[config.mk]
export PLATFORM = sky130hd
export DESIGN_NAME = multicycle_ctrl
export DESIGN_NICKNAME = d
export VERILOG_FILES = /design/src/rtl/multicycle_ctrl.sv
export SDC_FILE = /design/constraint.sdc
export NUM_CORES = 1
export LEC_CHECK = 0
export ABC_AREA = 1
export BUFFER_PORTS_ARGS = -buffer_cell sky130_fd_sc_hd__buf_4
export CAP_MARGIN = 10
export CORE_ASPECT_RATIO = 1.4
export CORE_MARGIN = 2
export CORE_UTILIZATION = 45
export CTS_CLUSTER_SIZE = 28
export DETAILED_ROUTE_END_ITERATION = 8
export PLACE_DENSITY = 0.79
export SYNTH_ARGS = -nofsm -noshare
export SYNTH_HDL_FRONTEND = slang
export SYNTH_SLANG_ARGS = --single-unit
[constraint.sdc]
create_clock -name clk -period 1.4 [get_ports clk]
set_clock_uncertainty 0.1 [all_clocks]
set_input_delay 0.14 -clock clk [delete_from_list [all_inputs] [get_ports clk]]
set_output_delay 0.14 -clock clk [all_outputs]
set_load 0.05 [all_outputs]
[src/rtl/multicycle_ctrl.sv]
// Multicycle control unit for the ARM-subset processor: main FSM, ALU decoder,
// condition check and the architectural NZCV flag register.
module multicycle_ctrl #(
    parameter int         EXT_OPS   = 1,
    parameter logic [3:0] FLAGS_RST = 4'b0000
) (
    input  logic       clk,
    input  logic       reset,
    input  logic [3:0] Cond,
    input  logic [1:0] Op,
    input  logic [5:0] Funct,
    input  logic [3:0] Rd,
    input  logic [3:0] ALUFlags,
    output logic       PCWrite,
    output logic       RegWrite,
    output logic       MemWrite,
    output logic       IRWrite,
    output logic       AdrSrc,
    output logic       ALUSrcA,
    output logic [1:0] ALUSrcB,
    output logic [1:0] ResultSrc,
    output logic [2:0] ALUControl,
    output logic [1:0] ImmSrc,
    output logic [1:0] RegSrc,
    output logic [3:0] Flags
);

    typedef enum logic [3:0] {
        FETCH, DECODE, MEMADR, MEMREAD, MEMWB, MEMWRITE,
        EXECR, EXECI, ALUWB, BRANCH
    } state_t;

    typedef enum logic [2:0] {
        ALU_ADD = 3'b000,
        ALU_SUB = 3'b001,
        ALU_AND = 3'b010,
        ALU_ORR = 3'b011,
        ALU_EOR = 3'b100,
        ALU_MOV = 3'b101
    } alu_t;

    state_t state;
    alu_t   alu_op;
    logic   no_write;
    logic   set_flags;
    logic   write_cv;
    logic   cond_ex;
    logic   pc_w, reg_w, mem_w, ir_w;
    logic   rd_pc;

    assign rd_pc = (Rd == 4'd15);

    // ALU decode; an unimplemented cmd becomes an ADD with no write and no flags
    always_comb begin
        logic implemented;
        logic forced_s;
        alu_op      = ALU_ADD;
        no_write    = 1'b0;
        implemented = 1'b1;
        forced_s    = 1'b0;
        write_cv    = 1'b0;
        case (Funct[4:1])
            4'b0100: begin alu_op = ALU_ADD; write_cv = 1'b1; end
            4'b0010: begin alu_op = ALU_SUB; write_cv = 1'b1; end
            4'b0000: alu_op = ALU_AND;
            4'b1100: alu_op = ALU_ORR;
            4'b0001: if (EXT_OPS != 0) alu_op = ALU_EOR; else implemented = 1'b0;
            4'b1101: if (EXT_OPS != 0) alu_op = ALU_MOV; else implemented = 1'b0;
            4'b1000: begin
                if (EXT_OPS != 0) begin
                    alu_op   = ALU_AND;
                    no_write = 1'b1;
                    forced_s = 1'b1;
                end else begin
                    implemented = 1'b0;
                end
            end
            4'b1010: begin
                if (EXT_OPS != 0) begin
                    alu_op   = ALU_SUB;
                    no_write = 1'b1;
                    forced_s = 1'b1;
                    write_cv = 1'b1;
                end else begin
                    implemented = 1'b0;
                end
            end
            default: implemented = 1'b0;
        endcase
        if (!implemented) begin
            alu_op   = ALU_ADD;
            no_write = 1'b1;
            write_cv = 1'b0;
        end
        set_flags = implemented & (Funct[0] | forced_s);
    end

    always_comb begin
        logic n, z, c, v;
        {n, z, c, v} = Flags;
        case (Cond)
            4'b0000: cond_ex = z;
            4'b0001: cond_ex = ~z;
            4'b0010: cond_ex = c;
            4'b0011: cond_ex = ~c;
            4'b0100: cond_ex = n;
            4'b0101: cond_ex = ~n;
            4'b0110: cond_ex = v;
            4'b0111: cond_ex = ~v;
            4'b1000: cond_ex = c & ~z;
            4'b1001: cond_ex = ~c | z;
            4'b1010: cond_ex = (n == v);
            4'b1011: cond_ex = (n != v);
            4'b1100: cond_ex = ~z & (n == v);
            4'b1101: cond_ex = z | (n != v);
            4'b1110: cond_ex = 1'b1;
            default: cond_ex = 1'b0;
        endcase
    end

    always_ff @(posedge clk) begin
        if (reset) begin
            state <= FETCH;
            Flags <= FLAGS_RST;
        end else begin
            case (state)
                FETCH:  state <= DECODE;
                DECODE: begin
                    if (!cond_ex) state <= FETCH;
                    else begin
                        case (Op)
                            2'b01:   state <= MEMADR;
                            2'b00:   state <= Funct[5] ? EXECI : EXECR;
                            2'b10:   state <= BRANCH;
                            default: state <= FETCH;
                        endcase
                    end
                end
                MEMADR:   state <= Funct[0] ? MEMREAD : MEMWRITE;
                MEMREAD:  state <= MEMWB;
                MEMWB:    state <= FETCH;
                MEMWRITE: state <= FETCH;
                EXECR, EXECI: begin
                    state <= no_write ? FETCH : ALUWB;
                    if (set_flags) begin
                        Flags[3:2] <= ALUFlags[3:2];
                        if (write_cv) Flags[1:0] <= ALUFlags[1:0];
                    end
                end
                ALUWB:   state <= FETCH;
                BRANCH:  state <= FETCH;
                default: state <= FETCH;
            endcase
        end
    end

    always_comb begin
        pc_w       = 1'b0;
        reg_w      = 1'b0;
        mem_w      = 1'b0;
        ir_w       = 1'b0;
        AdrSrc     = 1'b0;
        ALUSrcA    = 1'b0;
        ALUSrcB    = 2'b00;
        ResultSrc  = 2'b00;
        ALUControl = ALU_ADD;
        case (state)
            FETCH: begin
                ir_w      = 1'b1;
                pc_w      = 1'b1;
                ALUSrcA   = 1'b1;
                ALUSrcB   = 2'b10;
                ResultSrc = 2'b10;
            end
            DECODE: begin
                ALUSrcA   = 1'b1;
                ALUSrcB   = 2'b10;
                ResultSrc = 2'b10;
            end
            MEMADR:   ALUSrcB = 2'b01;
            MEMREAD:  AdrSrc  = 1'b1;
            MEMWB: begin
                ResultSrc = 2'b01;
                reg_w     = 1'b1;
                pc_w      = rd_pc;
            end
            MEMWRITE: begin
                AdrSrc = 1'b1;
                mem_w  = 1'b1;
            end
            EXECR: ALUControl = alu_op;
            EXECI: begin
                ALUSrcB    = 2'b01;
                ALUControl = alu_op;
            end
            ALUWB: begin
                reg_w = 1'b1;
                pc_w  = rd_pc;
            end
            BRANCH: begin
                ALUSrcB   = 2'b01;
                ResultSrc = 2'b10;
                pc_w      = 1'b1;
            end
            default: ;
        endcase
    end

    // Enables are masked during reset so an abandoned instruction writes nothing
    assign PCWrite  = pc_w  & ~reset;
    assign RegWrite = reg_w & ~reset;
    assign MemWrite = mem_w & ~reset;
    assign IRWrite  = ir_w  & ~reset;
    assign ImmSrc   = Op;
    assign RegSrc   = {Op[0], Op[1]};

endmodule
==> summary.txt, run 1 <==
Die
  – FP Rows: 18
  – Die area: 2241 sq um
  – Die Height: 55.22 um
  – I/O pins: 43
  – Initial Util: 48.01%
  – Die width: 40.59 um
  – Core ar.: 1757 sq um

CTS
  – CTS tree: done
  – Post-cts hold buffer count: 0
  – Root Driver: clkbuf_4
  – Clk buf depth: 2
  – Clk sinks: 8
  – Clk Latency, worst-skew pair: 0.28 ns
  – CTS H-tree depth: 1
  – Reg clk slew, reported paths: 0.06 ns
  – TritonCTS Buffers: 3

Setup path
  – Required time worst endpoint: 1.16 ns
  – Slowest stage delay, CP: 0.38 ns
  – Crit-path max FO: 3
  – CP Buf/Inv Count: 3
  – Ordered cell list for the critical path: inv_4 > nor2_4 > inv_2 > nor2_2 > a21oi_2 > a21oi_4 > buf_6
  – R2r startpoint: state[3]
  – CP Class: reg2out
  – Crit. End Element: output port
  – Slowest cell on crit path: dfxtp_4
  – Worst EP arrival: 1.50 ns
  – Cell family with most CP delay: flip-flops
  – Worst r2r path cells: 9
  – Reg2Reg Setup Slack: -0.13 ns
  – CP Launch Type: register
  – Critical Path Stages: 7
  – Crit. Startpoint: state[0]

Drt
  – Post-route ant nets: 0
  – WL/cell: 16.32 um
  – Vias: 1,247
  – DRT Wirelength: 3753 um
  – Pre-antenna DRT Iters: 4
  – Mean number of vias per cell: 5.422
  – DRC Markers: 0
  – Initial DRC Count: 52

Global routing
  – Initial antenna violation count: 0
  – Total GRT Usage: 26.50%
  – Largest net degree at the start of global routing: 10
  – Vias in the first global route: 1,042
  – Global-route wire length before repair: 4146 um
  – Overflow after GRT: 0

Timing
  – Max Slew Vio Count: 0
  – Final min period: 1.737 ns
  – Fin crit share: 124.1%
  – Final worst slack: -0.3371 ns
  – Peak Freq: 575.7 MHz
  – Worst slew pin tran: 0.3726 ns
  – Rel. slew slack: 75.11%
  – # setup viols final: 18
  – RSZ-0062 raised after global routing: yes
  – Final hold vios: 0

Synthesis
  – Post-Syn Instances: 155
  – Mapped Area: 843.3 sq um
  – Synthesized area per cell: 5.441 sq um
  – Syn nets: 177
  – Synth unique cells: 22
  – Sequential share of the synthesized area: 18.99%
  – Synth Register Bits: 8
  – Yosys warnings: 0

Layout
  – Filler Cell Count: 86
  – Final instance area: 1594 sq um
  – Layout cells sized above 1: 62.38%
  – Final net count: 233
  – Area Overhead vs Synth: 89.02%
  – Antenna cells: 0

Placed design
  – Placed Area: 1284 sq um
  – Hpwl dp: 2112 um
  – Gp weighted congestion: 0.8711
  – IO buf count: 42
  – Worst slack at placement: -0.04600 ns

Power and ir drop
  – Leakage: 0.7477 nW
  – Cell Pwr Density: 561.9 nW/um^2
  – Total power: 0.8958 mW
  – Worst vdd ir: 0.5924 mV

Outcome
  – Outcome: finished, violations left
  – Failing checks: setup timing

Flow run
  – Total of max-cap violations: 0

Hold path
  – Hold Path Cell Cnt: 3
  – Worst Hold Class: in2reg
  – Worst Hold Launch: ALUFlags[0]
[placed cells by master, fill, tap and decap left out, types with 4 or more instances in the layout]
cell type | netlist | layout
a21oi_1 | 10 | 4
a21oi_2 | 3 | 6
buf_4 | 5 | 40
buf_6 | 0 | 16
dfxtp_4 | 0 | 6
inv_1 | 17 | 10
inv_2 | 9 | 10
inv_4 | 0 | 5
nand2_1 | 41 | 31
nand2_2 | 1 | 6
nand2_4 | 1 | 6
nand3_1 | 14 | 12
nor2_1 | 28 | 14
nor2_2 | 2 | 9
nor2_4 | 2 | 9
[worst paths after layout]
check,end
min reg2reg,Flags[3]
min,Flags[0]
max reg2reg,Flags[1]
max,PCWrite
[where the power goes]
group          switching, mW  internal (mW)
combinational          0.275          0.173
sequential            0.0112          0.225
clock                  0.100          0.110
total                  0.387          0.509
[cells in the mapped netlist]
cell type	instances	area share, %
nand2_4	1	1.3
a21oi_1	10	5.9
or2_4	1	1.0
nor2_4	2	2.7
or2_1	1	0.74
nand3_4	1	2.1
nor2_2	2	1.5
o21bai_1	1	0.89
inv_2	9	4.0
buf_4	5	4.5
nand2_2	1	0.74
inv_1	17	7.6
nand2_1	41	18
nor3_1	3	1.8
clkinv_1	1	0.44
nand3_1	14	8.3
and3_1	1	0.74
dfxtp_1	8	19
nor2_1	28	12
o21ai_0	1	0.59
o21ai_1	4	2.4
a21oi_2	3	3.1
[final cells by class]
type	count	area (sq um)	area share [%]
Clock buffer	4	26.28	1.648
Inverter	27	117.6	7.378
Multi-Input combinational cell	115	759.5	47.65
Sequential cell	8	185.2	11.62
Tap cell	20	25.02	1.570
Timing Repair Buffer	56	480.5	30.14
[worst min-delay path, delay by kind of cell]
family / cells / cell delay (ns)
AND/OR/NAND/NOR: 2 / 0.13
buffers and inverters: 1 / 0.08
[cell families after synthesis]
logic type	count (synthesis)	synth area share [%]
and+or+nand+nor	96	51.63
AOI/OAI and AO/OA	19	12.91
buffers and inverters	32	16.47
DFF	8	18.99
[layer usage]
layer | vias up | track usage, % | wire, um
li1 | 594 | - | -
met1 | 568 | 23.39 | 1264
met2 | 63 | 50.57 | 2103
met3 | 22 | 6.024 | 220
met4 | 0 | 10.00 | 165
met5 | - | 0 | 0
[stage by stage]
step	hold slack (ns)	TNS, ns	std cells	util [%]
2_1_floorplan	0.1733	-0.3159	155	-
3_3_place_gp	0.2607	-0.01767	219	73.08
3_5_place_dp	0.2730	-0.1641	219	73.08
4_1_cts	0.001729	-2.108	226	79.20
5_1_grt	0.02553	-4.002	230	90.74
6_report	0.003003	-3.111	230	90.74
[sequential cells by signal (all words and copies together) (netlist names)]
signal,count
state,4
Flags,4
[repair_timing]
item,4_1_cts,5_1_grt
endpoints found under the setup margin,14,20
gates resized for setup,21,52
setup buffers,3,4
pin swaps,6,13
(Power assumes the default switching activity.)
==> run 2: changes to the inputs <==
Settings changed: CORE_ASPECT_RATIO 1.4 to default, CORE_UTILIZATION 45 to 48, PLACE_DENSITY 0.79 to 0.84.
Clock period 1.4 ns to 2.1 ns, I/O delays scaled along.
==> run 2 against run 1 <==
  * The run now ends clean
  * Flip-flop and latch count stayed put
  * Register-to-register slack better by 0.76 ns
  * Sequential share of layout area is 2.1 points higher
  * First-iteration DRC count is 48% lower
  * Combinational power is 52% lower
  * Worst setup slack better by 0.63 ns
  * Global-route usage is 2.4 points lower
  * Cell area is 27% lower
  * Non-clock buffer count is 14 lower
  * Utilization is 22 points lower
  * Wire length is 38% lower
==> summary.txt, run 2 (synthesized netlist as in run 1, its figures left out) <==
Placed design
  – Gp weighted congestion: 0.9035 (+3.7%)
  – Hpwl dp: 1919 um (-9.1%)
  – IO buf count: 42 (unchanged)

CTS
  – Cts repair resizes: 0 (-100%)
  – Root Driver: clkbuf_4
  – CTS H-tree depth: 1 (unchanged)
  – Post-CTS Setup Bufs: 0 (-3)
  – Post-cts hold buffer count: 0 (unchanged)
  – CTS tree: done
  – Clk Latency, worst-skew pair: 0.26 ns (-0.02 ns)
  – Reg clk slew, reported paths: 0.06 ns (about the same)
  – TritonCTS Buffers: 3 (unchanged)
  – Clk buf depth: 2 (unchanged)
  – Clk sinks: 8 (unchanged)

Layout
  – Filler Cell Count: 160 (+86%)
  – Most frequent cells in the layout: buf_4 (42), nand2_1 (41), nor2_1 (28)
  – Antenna cells: 0 (unchanged)
  – Area Overhead vs Synth: 38.13%
  – Commonest non-fill, non-tap cell in the layout: buf_4
  – Top Registers: Flags (4), state (4)
  – Final net count: 219 (-6.0%)
  – Layout cells sized above 1: 33.33% (-29 points)

Timing
  – Max Slew Vio Count: 0 (unchanged)
  – Final min period: 1.805 ns
  – Peak Freq: 554.1 MHz
  – Total Neg Setup Slack: 0 ns (+3.111 ns)
  – Worst hold slack: 0.07328 ns (+0.07027 ns)
  – RSZ-0062 raised after global routing: no
  – Final hold vios: 0 (unchanged)
  – Worst slew pin tran: 0.2841 ns (-0.08849 ns)
  – Fin crit share: 85.93%
  – # setup viols final: 0 (-18)
  – Rel. slew slack: 80.99% (+5.9 points)

Die
  – FP Rows: 15 (-3)
  – Core ar.: 1689 sq um (-3.8%)
  – Die area: 2108 sq um (-5.9%)
  – Initial Util: 49.93% (+1.9 points)
  – Die width: 45.92 um (+13%)
  – I/O pins: 43 (unchanged)
  – Die Height: 45.92 um (-17%)

Setup path
  – Worst EP arrival: 1.49 ns (about the same)
  – Slowest stage delay, CP: 0.47 ns (+0.09 ns)
  – Ordered cell list for the critical path: inv_2 > nor2_1 > a21oi_1 > o21ai_1 > buf_4
  – Crit. End Element: output port
  – CP Launch Type: register
  – Slowest cell on crit path: dfxtp_1
  – CP Buf/Inv Count: 2 (-1)
  – Crit-path max FO: 5 (+2)
  – Required time worst endpoint: 1.79 ns (+0.63 ns)
  – CP Class: reg2out
  – Cell family with most CP delay: flip-flops

Drt
  – Met2 WL post-DR: 1218 um (-42%)
  – DRC Markers: 0 (unchanged)
  – Highest Signal Layer: met4
  – Pre-antenna DRT Iters: 4 (unchanged)
  – DRT Wirelength: 2325 um (-38%)
  – Initial DRC Count: 27 (-48%)
  – Mean number of vias per cell: 5.146 (-5.1%)
  – Post-route ant nets: 0 (unchanged)
  – WL/cell: 10.97 um (-33%)
  – Met1 WL: 962 um (-24%)
  – Vias: 1,091 (-13%)
  – Metal3 WL: 124 um (-44%)

Global routing
  – Vias in the first global route: 944 (-9.4%)
  – Overflow after GRT: 0 (unchanged)
  – Total GRT Usage: 24.05% (-2.4 points)
  – Global-route wire length before repair: 3719 um (-10%)
  – Largest net degree at the start of global routing: 10 (unchanged)
  – Initial antenna violation count: 0 (unchanged)

Flow run
  – Total of max-cap violations: 0 (unchanged)

Power and ir drop
  – Leakage: 0.6179 nW (-17%)
  – Total power: 0.4943 mW (-45%)
  – Cell Pwr Density: 424.3 nW/um^2 (-24%)
  – Worst vdd ir: 0.3039 mV (-49%)

Outcome
  – Outcome: complete, no violations

Hold path
  – Worst Hold Class: in2reg
-- run 2: cell types whose count changed in the layout (fill, tap and decap cells not counted), moves of 6 or more --
cell	change
dfxtp_1	+8
nor2_1	+14
a21oi_1	+6
buf_6	-16
dfxtp_4	-6
nor2_4	-7
nor2_2	-7
inv_1	+7
nand2_1	+10
-- run 2: final cells by class --
type	instances	area (sq um)	area share [%]
sequential	8	160.2	13.75
multi-input combinational	115	544.3	46.72
clock buffer	3	22.52	1.933
timing repair buffer	42	315.3	27.07
inverter	27	101.3	8.700
tap	17	21.27	1.826
-- run 2: final timing paths --
check / from / to / slack, ns / depth (start not counted)
worst max-delay path: state[1] / ALUSrcB[0] / 0.30 / 5
worst min-delay path: ALUFlags[0] / Flags[0] / 0.07 / 3
worst max register to register: state[0] / state[2] / 0.63 / 9
worst min register to register: Flags[2] / Flags[2] / 0.43 / 2
-- run 2: power breakdown --
| part | switching [mW] | internal, mW |
|---|---|---|
| Sequential | 0.00474 | 0.155 |
| Clock | 0.0557 | 0.0657 |
| Combinational | 0.138 | 0.0746 |
-- run 2: through the flow --
step	setup WS [ns]	instance area, sq um	cells	util (%)
3_3_place_gp	0.6146	1142	209	67.63
2_1_floorplan	0.02854	843.3	155	-
4_1_cts	0.3008	1165	212	68.96
5_1_grt	0.1721	1165	212	68.96
3_5_place_dp	0.5900	1142	209	67.63
6_report	0.2954	1165	212	68.96
-- run 2: worst register-to-register path, delay by kind of cell (launching register included) --
family                 cells  cell delay [ns]
AOI/OAI and AO/OA          1             0.12
and+or+nand+nor            5             0.59
buffers and inverters      3             0.19
DFF                        1             0.39
-- run 2: layer usage --
layer	vias to the layer above	global-route usage [%]
li1	558	-
met1	489	27.32
met2	42	45.28
met3	2	2.381
met4	0	8.571
met5	-	0
